File: src/rtl/timer.sv
// Unit timer: counts t_length units of TICK_DIV clocks, then pulses t_done; blink on t_flicker when TIMER_FLICKER_EN is defined.
// Latency: t_done is high during the cycle after edge E+N*TICK_DIV, or the cycle after the start edge when t_length=0.
// Backpressure: none; t_start is accepted on every edge and restarts any run in progress.
module timer #(
   parameter int TICK_DIV       = 1,
   parameter int FLICKER_WINDOW = 4
) (
   input  logic       clk,
   input  logic       reset,
   input  logic       t_start,
   input  logic [4:0] t_length,
   output logic       t_flicker,
   output logic       t_done
);

   typedef enum logic [1:0] {
      IDLE = 2'd0,
      RUN  = 2'd1,
      DONE = 2'd2
   } state_t;

   localparam logic [15:0] PRE_MAX = 16'(TICK_DIV - 1);

   if (TICK_DIV < 1 || TICK_DIV > 65535) begin : g_bad_tick_div
      $error("timer: TICK_DIV must be within 1..65535");
   end
   if (FLICKER_WINDOW < 0 || FLICKER_WINDOW > 31) begin : g_bad_flicker_window
      $error("timer: FLICKER_WINDOW must be within 0..31");
   end

   state_t      state;
   state_t      state_nxt;
   logic [4:0]  cnt;
   logic [4:0]  cnt_nxt;
   logic [15:0] pre;
   logic [15:0] pre_nxt;
   logic        done_q;

   // A start wins over everything except reset, including the DONE->IDLE return.
   always_comb begin
      state_nxt = state;
      cnt_nxt   = cnt;
      pre_nxt   = pre;
      if (t_start) begin
         cnt_nxt   = t_length;
         pre_nxt   = 16'd0;
         state_nxt = (t_length == 5'd0) ? DONE : RUN;
      end else begin
         case (state)
            RUN: begin
               if (pre == PRE_MAX) begin
                  pre_nxt = 16'd0;
                  if (cnt <= 5'd1) begin
                     cnt_nxt   = 5'd0;
                     state_nxt = DONE;
                  end else begin
                     cnt_nxt = cnt - 5'd1;
                  end
               end else begin
                  pre_nxt = pre + 16'd1;
               end
            end
            DONE:    state_nxt = IDLE;
            IDLE:    state_nxt = IDLE;
            default: begin
               state_nxt = IDLE;
               cnt_nxt   = 5'd0;
               pre_nxt   = 16'd0;
            end
         endcase
      end
   end

`ifdef TIMER_FLICKER_EN
   localparam logic [4:0] FLK_WIN = 5'(FLICKER_WINDOW);

   logic flk_q;
   logic flk_nxt;

   // Odd remaining counts inside the window give one toggle per unit.
   always_comb begin
      flk_nxt = (state_nxt == RUN) && (cnt_nxt <= FLK_WIN) && cnt_nxt[0];
   end

   assign t_flicker = flk_q;
`else
   assign t_flicker = 1'b0;
`endif

   // Outputs are flopped from the next-state decode so they track state exactly.
   always_ff @(posedge clk) begin
      if (reset) begin
         state  <= IDLE;
         cnt    <= 5'd0;
         pre    <= 16'd0;
         done_q <= 1'b0;
`ifdef TIMER_FLICKER_EN
         flk_q  <= 1'b0;
`endif
      end else begin
         state  <= state_nxt;
         cnt    <= cnt_nxt;
         pre    <= pre_nxt;
         done_q <= (state_nxt == DONE);
`ifdef TIMER_FLICKER_EN
         flk_q  <= flk_nxt;
`endif
      end
   end

   assign t_done = done_q;

endmodule

File: config.mk
export PLATFORM = sky130hd
export DESIGN_NAME = timer
export DESIGN_NICKNAME = d
export VERILOG_FILES = /design/src/rtl/timer.sv
export SDC_FILE = /design/constraint.sdc
export NUM_CORES = 1
export LEC_CHECK = 0
export ABC_AREA = 1
export ABC_CLOCK_PERIOD_IN_PS = 1250
export CAP_MARGIN = 10
export CORE_MARGIN = 5
export CORE_UTILIZATION = 52
export DETAILED_ROUTE_END_ITERATION = 7
export HOLD_SLACK_MARGIN = 0.1
export PLACE_DENSITY = 0.74
export SLEW_MARGIN = 5
export SYNTH_ARGS = -nofsm -noshare
export SYNTH_HDL_FRONTEND = slang
export SYNTH_SLANG_ARGS = --single-unit
File: constraint.sdc
create_clock -name clk -period 1.25 [get_ports clk]
set_clock_uncertainty 0.05 [all_clocks]
set_input_delay 0.3125 -clock clk [delete_from_list [all_inputs] [get_ports clk]]
set_output_delay 0.3125 -clock clk [all_outputs]
set_load 0.02 [all_outputs]
==> impl_metrics.py, run 1 <==
metrics = {
    "timing": {
        "post-route-period-util_pct": 114.9,
        "rsz0062_at_grt": "true",
        "tns_ps": -2547,
        "drv_slew": 0,
        "fmax_mhz": 696.1,
        "setup_ws_ps": -186.6,
        "whs_ps": 438.6,
        "finalSetupViolCount": 23,
        "hold_viol": 0,
        "period_minus_slack_ps": 1437,
    },
    "critical_path": {
        "max_stage_delay_ps": 410,
        "crit_type": "reg2reg",
        "critPathSlowestCell": "dfxtp_4",
        "critPathRequiredTime_ps": 1440,
        "arrival_ps": 1630,
        "critPathMaxFanout": 7,
        "crit_path_cell_trace": "nor2_1, nand2_1, nor2_1, nand2_1, nand2_2, clkinv_4, o21ai_1, a21oi_1",
        "cp-end-kind": "register",
        "startpoint_type": "register",
    },
    "outcome": {
        "violations": "setup timing",
        "outcome": "finished with violations",
    },
    "detailed_routing": {
        "first_pass_iters": 4,
        "drt_iter0_drc": 107,
        "vias_per_cell": 5.376,
        "ant_nets": 0,
        "wire_per_inst_um": 13.48,
        "vias": 1758,
        "routed_wl_um": 4408,
        "detail_route.drc_violations": 0,
    },
    "synth": {
        "synth.cell_area_um2": 1534,
        "syn-num-nets": 256,
        "synth_seq_cells": 24,
        "async_flop_share_pct": 0,
        "syn_avg_cell_area_um2": 6.287,
        "ys.flop_type": "dfxtp_1",
        "synth_edf_count": 0,
        "netlist_instances": 244,
        "ys_types": 30,
        "ys_seq_area_share_pct": 31.32,
        "yosys_warnings": 0,
    },
    "die": {
        "dieArea_um2": 4136,
        "core_area_um2": 2781,
        "die_x_um": 64.32,
        "rows": 19,
        "start_util_pct": 55.15,
        "ioPinCount": 10,
        "die_h_um": 64.32,
    },
    "placement": {
        "gp_congestion": 0.9242,
        "dp_hpwl_um": 2960,
        "port_buffers": 8,
    },
    "cts": {
        "htreeDepth": 1,
        "clk_latency_ps": 330,
        "clk_pin_slew_ps": 140,
        "clockRootBuffer": "clkbuf_4",
        "clock_sinks": 24,
        "cts_tree": "done",
        "clock_path_buffers": 2,
        "cts_buffers": 3,
        "holdBufCountCts": 0,
    },
    "job": {
        "max_cap_violations": 0,
    },
    "power_and_ir_drop": {
        "ir_worst_vdd_mv": 0.6706,
        "power_mw": 1.603,
        "p_leak_nw": 0.9853,
        "power-per-cell-area_nw_per_um2": 708.8,
    },
    "worst_hold_path": {
        "hp-class": "in2reg",
    },
    "layout": {
        "n_fill_cell": 182,
        "num_antenna_cells": 0,
        "layout.nets": 309,
        "synthToLayoutAreaGrowth_pct": 47.47,
        "multiInputGateArea_um2": 1140,
        "layout_common_cells": "68 x nand2_1, 40 x buf_4, 19 x inv_1, 19 x nor2_1, 17 x dfxtp_1",
        "final_common_cell": "nand2_1",
        "drive_gt1_share_pct": 39.86,
        "regArea_um2": 499.2,
    },
    "global_routing": {
        "grt_antenna_before_repair": 0,
        "grt-ovfl-total": 0,
        "grt_pass1_wl_um": 7113,
        "grt_start_max_net_pins": 17,
        "grt_usage_pct": 21.14,
        "grt_pass1_vias": 1598,
    },
}
[layout make-up]
| type | instances | share of cell area (%) |
|---|---|---|
| well taps | 31 | 1.715 |
| inverters | 29 | 5.144 |
| clock buffers | 4 | 1.604 |
| multi-input cells | 187 | 50.39 |
| repair buffers | 52 | 19.08 |
| flip-flops and latches | 24 | 22.07 |
[through the flow]
stage	instances	worst slack (ps)	util (%)	area, um2
3_3_place_gp	314	-369.4	68.92	1917
5_1_grt	327	-297.7	81.33	2262
3_5_place_dp	314	-393.3	68.92	1917
6_report	327	-186.6	81.33	2262
2_1_floorplan	244	-23.41	-	1559
4_1_cts	322	-112.3	74.45	2071
[state kept, by name (all words and copies together) (netlist names)]
name and flops:
cnt 5, pre 16, state 2, t_done 1
[worst max-delay path: cells and delay by family (launching register included)]
| kind | cells | cell delay [ps] |
|---|---|---|
| simple gates | 5 | 630 |
| flops | 1 | 410 |
| compound gates | 2 | 160 |
| buf+inv | 1 | 90 |
[kinds of logic (layout without fill, tap and decap cells)]
logic type | Yosys count | after routing | share of synthesized area [%]
fa+ha+maj | 4 | 4 | 3.263
xor+xnor | 4 | 4 | 2.284
flops | 24 | 24 | 31.32
simple gates | 141 | 141 | 41.44
compound gates | 37 | 37 | 12.81
buf+inv | 33 | 85 | 8.645
other cells | 1 | 1 | 0.2445
[cell usage after synthesis (2+ instances only)]
library cell / count / share of area [%]
o21ai_0: 10 / 3.3
dfxtp_1: 24 / 31
buf_4: 2 / 0.98
nand3_1: 17 / 5.5
nor2_4: 2 / 1.5
nor2_1: 27 / 6.6
inv_2: 3 / 0.73
ha_1: 4 / 3.3
nor3_1: 4 / 1.3
nand4_1: 2 / 0.82
nand2_1: 78 / 19
nand2_2: 4 / 1.6
a21oi_1: 22 / 7.2
xor2_1: 3 / 1.7
nand3_2: 2 / 1.3
inv_1: 25 / 6.1
o21bai_1: 2 / 0.98
[power by group]
part / internal, mW / switching (mW) / total, mW
logic: 0.164 / 0.207 / 0.371
registers: 0.777 / 0.0126 / 0.790
clock network: 0.179 / 0.264 / 0.443
total: 1.12 / 0.484 / 1.60
[routing by layer]
layer  wire length, um  global-route usage (%)  up-vias
met4                77                   8.906        0
met1              1990                   29.85      822
met3               257                   2.802        7
li1                  -                       -      881
met2              2082                   31.97       48
met5                 0                       0        -
[final timing paths]
check | startpoint | end | slack (ps) | cells after the start
min | t_start | state[0] | 440 | 3
min reg2reg | pre[8] | pre[8] | 470 | 2
max reg2reg | pre[2] | pre[12] | -190 | 8
max | pre[2] | pre[12] | -190 | 8
[what timing repair did]
item,in CTS,in global routing
setup buffers,4,5
pin swaps,18,19
endpoints found under the setup margin,24,23
resized for setup,26,48
No activity file was read; power rests on OpenSTA's default activity.
==> inputs of run 2 (changes only) <==
--- a/config.mk
+++ b/config.mk
@@ -6,13 +6,13 @@
 export NUM_CORES = 1
 export LEC_CHECK = 0
 export ABC_AREA = 1
-export ABC_CLOCK_PERIOD_IN_PS = 1250
+export ABC_CLOCK_PERIOD_IN_PS = 1500
 export CAP_MARGIN = 10
 export CORE_MARGIN = 5
-export CORE_UTILIZATION = 52
+export CORE_UTILIZATION = 58
 export DETAILED_ROUTE_END_ITERATION = 7
 export HOLD_SLACK_MARGIN = 0.1
-export PLACE_DENSITY = 0.74
+export PLACE_DENSITY = 0.78
 export SLEW_MARGIN = 5
 export SYNTH_ARGS = -nofsm -noshare
 export SYNTH_HDL_FRONTEND = slang
==> constraint.sdc (replaced) <==
create_clock -name clk -period 1.5 [get_ports clk]
set_clock_uncertainty 0.05 [all_clocks]
set_input_delay 0.375 -clock clk [delete_from_list [all_inputs] [get_ports clk]]
set_output_delay 0.375 -clock clk [all_outputs]
set_load 0.02 [all_outputs]
==> run 2 against run 1 <==
  * The flow now finishes without violations
  * Die area fell by 8.8%
  * Worst hold slack better by 22 ps
  * Non-clock buffer count down 27
  * Register-to-register slack better by 270 ps
  * Largest power group unchanged
==> impl_metrics.py, run 2 (synthesis gave the netlist of run 1 again) <==
metrics = {
    "outcome": {
        "outcome": "finished clean",
    },
    "global_routing": {
        "grt_pass1_wl_um": 5802,
        "grt_start_max_net_pins": 14,
        "grt-ovfl-total": 0,
        "grt_use_met1_pct": 31.65,
        "grt_antenna_before_repair": 0,
        "grt_pass1_vias": 1319,
        "grt_busiest_layer": "met1",
        "grt_usage_pct": 20.48,
        "met3_usage_pct": 2.516,
        "grtUsageMet2_pct": 29.00,
    },
    "power_and_ir_drop": {
        "ir_worst_vdd_mv": 0.6298,
        "power-per-cell-area_nw_per_um2": 682.9,
        "p_leak_nw": 0.8037,
    },
    "critical_path": {
        "critPathMaxFanout": 4,
        "startpoint_type": "register",
        "cpMostUsedCell": "nand2_1",
        "critPathSlowestCell": "dfxtp_4",
        "arrival_ps": 1590,
        "crit_family": "simple AND/OR/NAND/NOR gates",
        "crit_buf_inv": 0,
        "max_stage_delay_ps": 390,
        "crit_type": "reg2reg",
        "crit_path_cell_trace": "ha_1, nand2_1, nor3_4, nand2_1, o211ai_1, a21oi_1",
        "critPathRequiredTime_ps": 1680,
        "cp-end-kind": "register",
    },
    "cts": {
        "clock_sinks": 24,
        "cts_buffers": 3,
        "clock_path_buffers": 2,
        "clk_pin_slew_ps": 140,
        "clk_latency_ps": 320,
        "clockRootBuffer": "clkbuf_4",
        "cts_tree": "done",
        "htreeDepth": 1,
    },
    "timing": {
        "fmax_mhz": 705.6,
        "rsz0062_at_grt": "true",
        "hold_viol": 0,
        "whs_ps": 460.6,
        "period_minus_slack_ps": 1417,
        "post-route-period-util_pct": 94.48,
        "drv_slew": 0,
        "finalSetupViolCount": 0,
    },
    "layout": {
        "largest-register": "pre",
        "layout_common_cells": "76 x nand2_1, 27 x nor2_1, 24 x inv_1",
        "fin_area_um2": 1831,
        "regArea_um2": 490.5,
        "synthToLayoutAreaGrowth_pct": 19.33,
        "num_antenna_cells": 0,
        "top_regs": "pre: 16 flops, cnt: 5 flops, state: 2 flops",
        "n_fill_cell": 219,
        "layout.nets": 282,
        "drive_gt1_share_pct": 17.47,
        "largest_reg_flops": 16,
        "multiInputGateArea_um2": 950.9,
        "final_common_cell": "nand2_1",
    },
    "placement": {
        "port_buffers": 8,
        "dp_hpwl_um": 2592,
        "gp_congestion": 0.9482,
        "placed_area_um2": 1748,
    },
    "die": {
        "start_util_pct": 61.36,
        "die_x_um": 61.43,
        "rows": 18,
        "ioPinCount": 10,
        "dieArea_um2": 3773,
        "die_h_um": 61.43,
        "core_area_um2": 2500,
    },
    "detailed_routing": {
        "first_pass_iters": 4,
        "routed_wl_um": 3423,
        "wire_per_inst_um": 11.45,
        "drt_iter0_drc": 114,
        "detail_route.drc_violations": 0,
        "ant_nets": 0,
        "vias": 1521,
        "vias_per_cell": 5.087,
    },
    "job": {
        "max_cap_violations": 0,
    },
    "worst_hold_path": {
        "hp-class": "reg2reg",
    },
}
run 2: cell types whose count changed in the layout (fill, tap and decap cells not counted), moves of 4 or more:
| cell | before | now |
|---|---|---|
| nor2_2 | 6 | 1 |
| nand2_1 | 68 | 76 |
| ha_1 | 0 | 4 |
| a21oi_2 | 9 | 2 |
| a21oi_1 | 14 | 21 |
| buf_4 | 40 | 17 |
| inv_1 | 19 | 24 |
| nand2_2 | 11 | 6 |
| nor2_1 | 19 | 27 |
| nand3_1 | 13 | 17 |
run 2: cell type report:
| cell class | count | area share, % |
|---|---|---|
| repair buffers | 25 | 11.28 |
| clock buffers | 4 | 1.982 |
| flip-flops and latches | 24 | 26.79 |
| multi-input cells | 187 | 51.95 |
| inverters | 29 | 5.947 |
| well taps | 30 | 2.051 |
run 2: power breakdown:
part           internal [mW]  switching (mW)
Combinational         0.0987           0.131
Sequential             0.651          0.0135
Clock                  0.148           0.208
run 2: worst paths after layout:
kind         depth (start not counted)  endpoint  startpoint  slack, ps
min                                  2    pre[6]      pre[6]        460
max reg2reg                          6   pre[10]      pre[1]         80
max                                  6   pre[10]      pre[1]         80
min reg2reg                          2    pre[6]      pre[6]        460
run 2: repair_timing:
item	CTS	global route
hold buffers	0	0
gates resized for setup	1	16
buffers inserted	0	1
setup endpoints to repair	1	18
run 2: routing by layer:
metal | up-vias | share of wire (%)
met5 | - | 0
met4 | 0 | 1.6
met3 | 6 | 3.7
met2 | 25 | 41
met1 | 663 | 53
li1 | 827 | -
run 2: through the flow:
stage	setup TNS [ps]	setup slack, ps	utilization [%]	total power [mW]	std cells
finish	0	82.73	73.22	1.250	299
detailed placement	-3216	-224.2	69.92	0.8981	294
floorplan	0	187.5	-	0.8094	244
CTS	0	4.421	71.32	1.251	298
global placement	-1914	-162.9	69.92	0.8982	294
global route	-55.15	-20.38	73.22	1.327	299
run 2: worst min-delay path, delay by kind of cell (launching register included):
kind	cells	cell delay (ps)
compound gates	1	50
simple gates	1	60
flops	1	370
==> inputs of run 3 (changes only) <==
--- a/config.mk
+++ b/config.mk
@@ -11,6 +11,7 @@
 export CORE_MARGIN = 5
 export CORE_UTILIZATION = 58
 export DETAILED_ROUTE_END_ITERATION = 7
+export GPL_ROUTABILITY_DRIVEN = 0
 export HOLD_SLACK_MARGIN = 0.1
 export PLACE_DENSITY = 0.78
 export SLEW_MARGIN = 5
==> results of run 3 <==
Same layout as run 2: the final DEF is identical, and so are final timing and power.
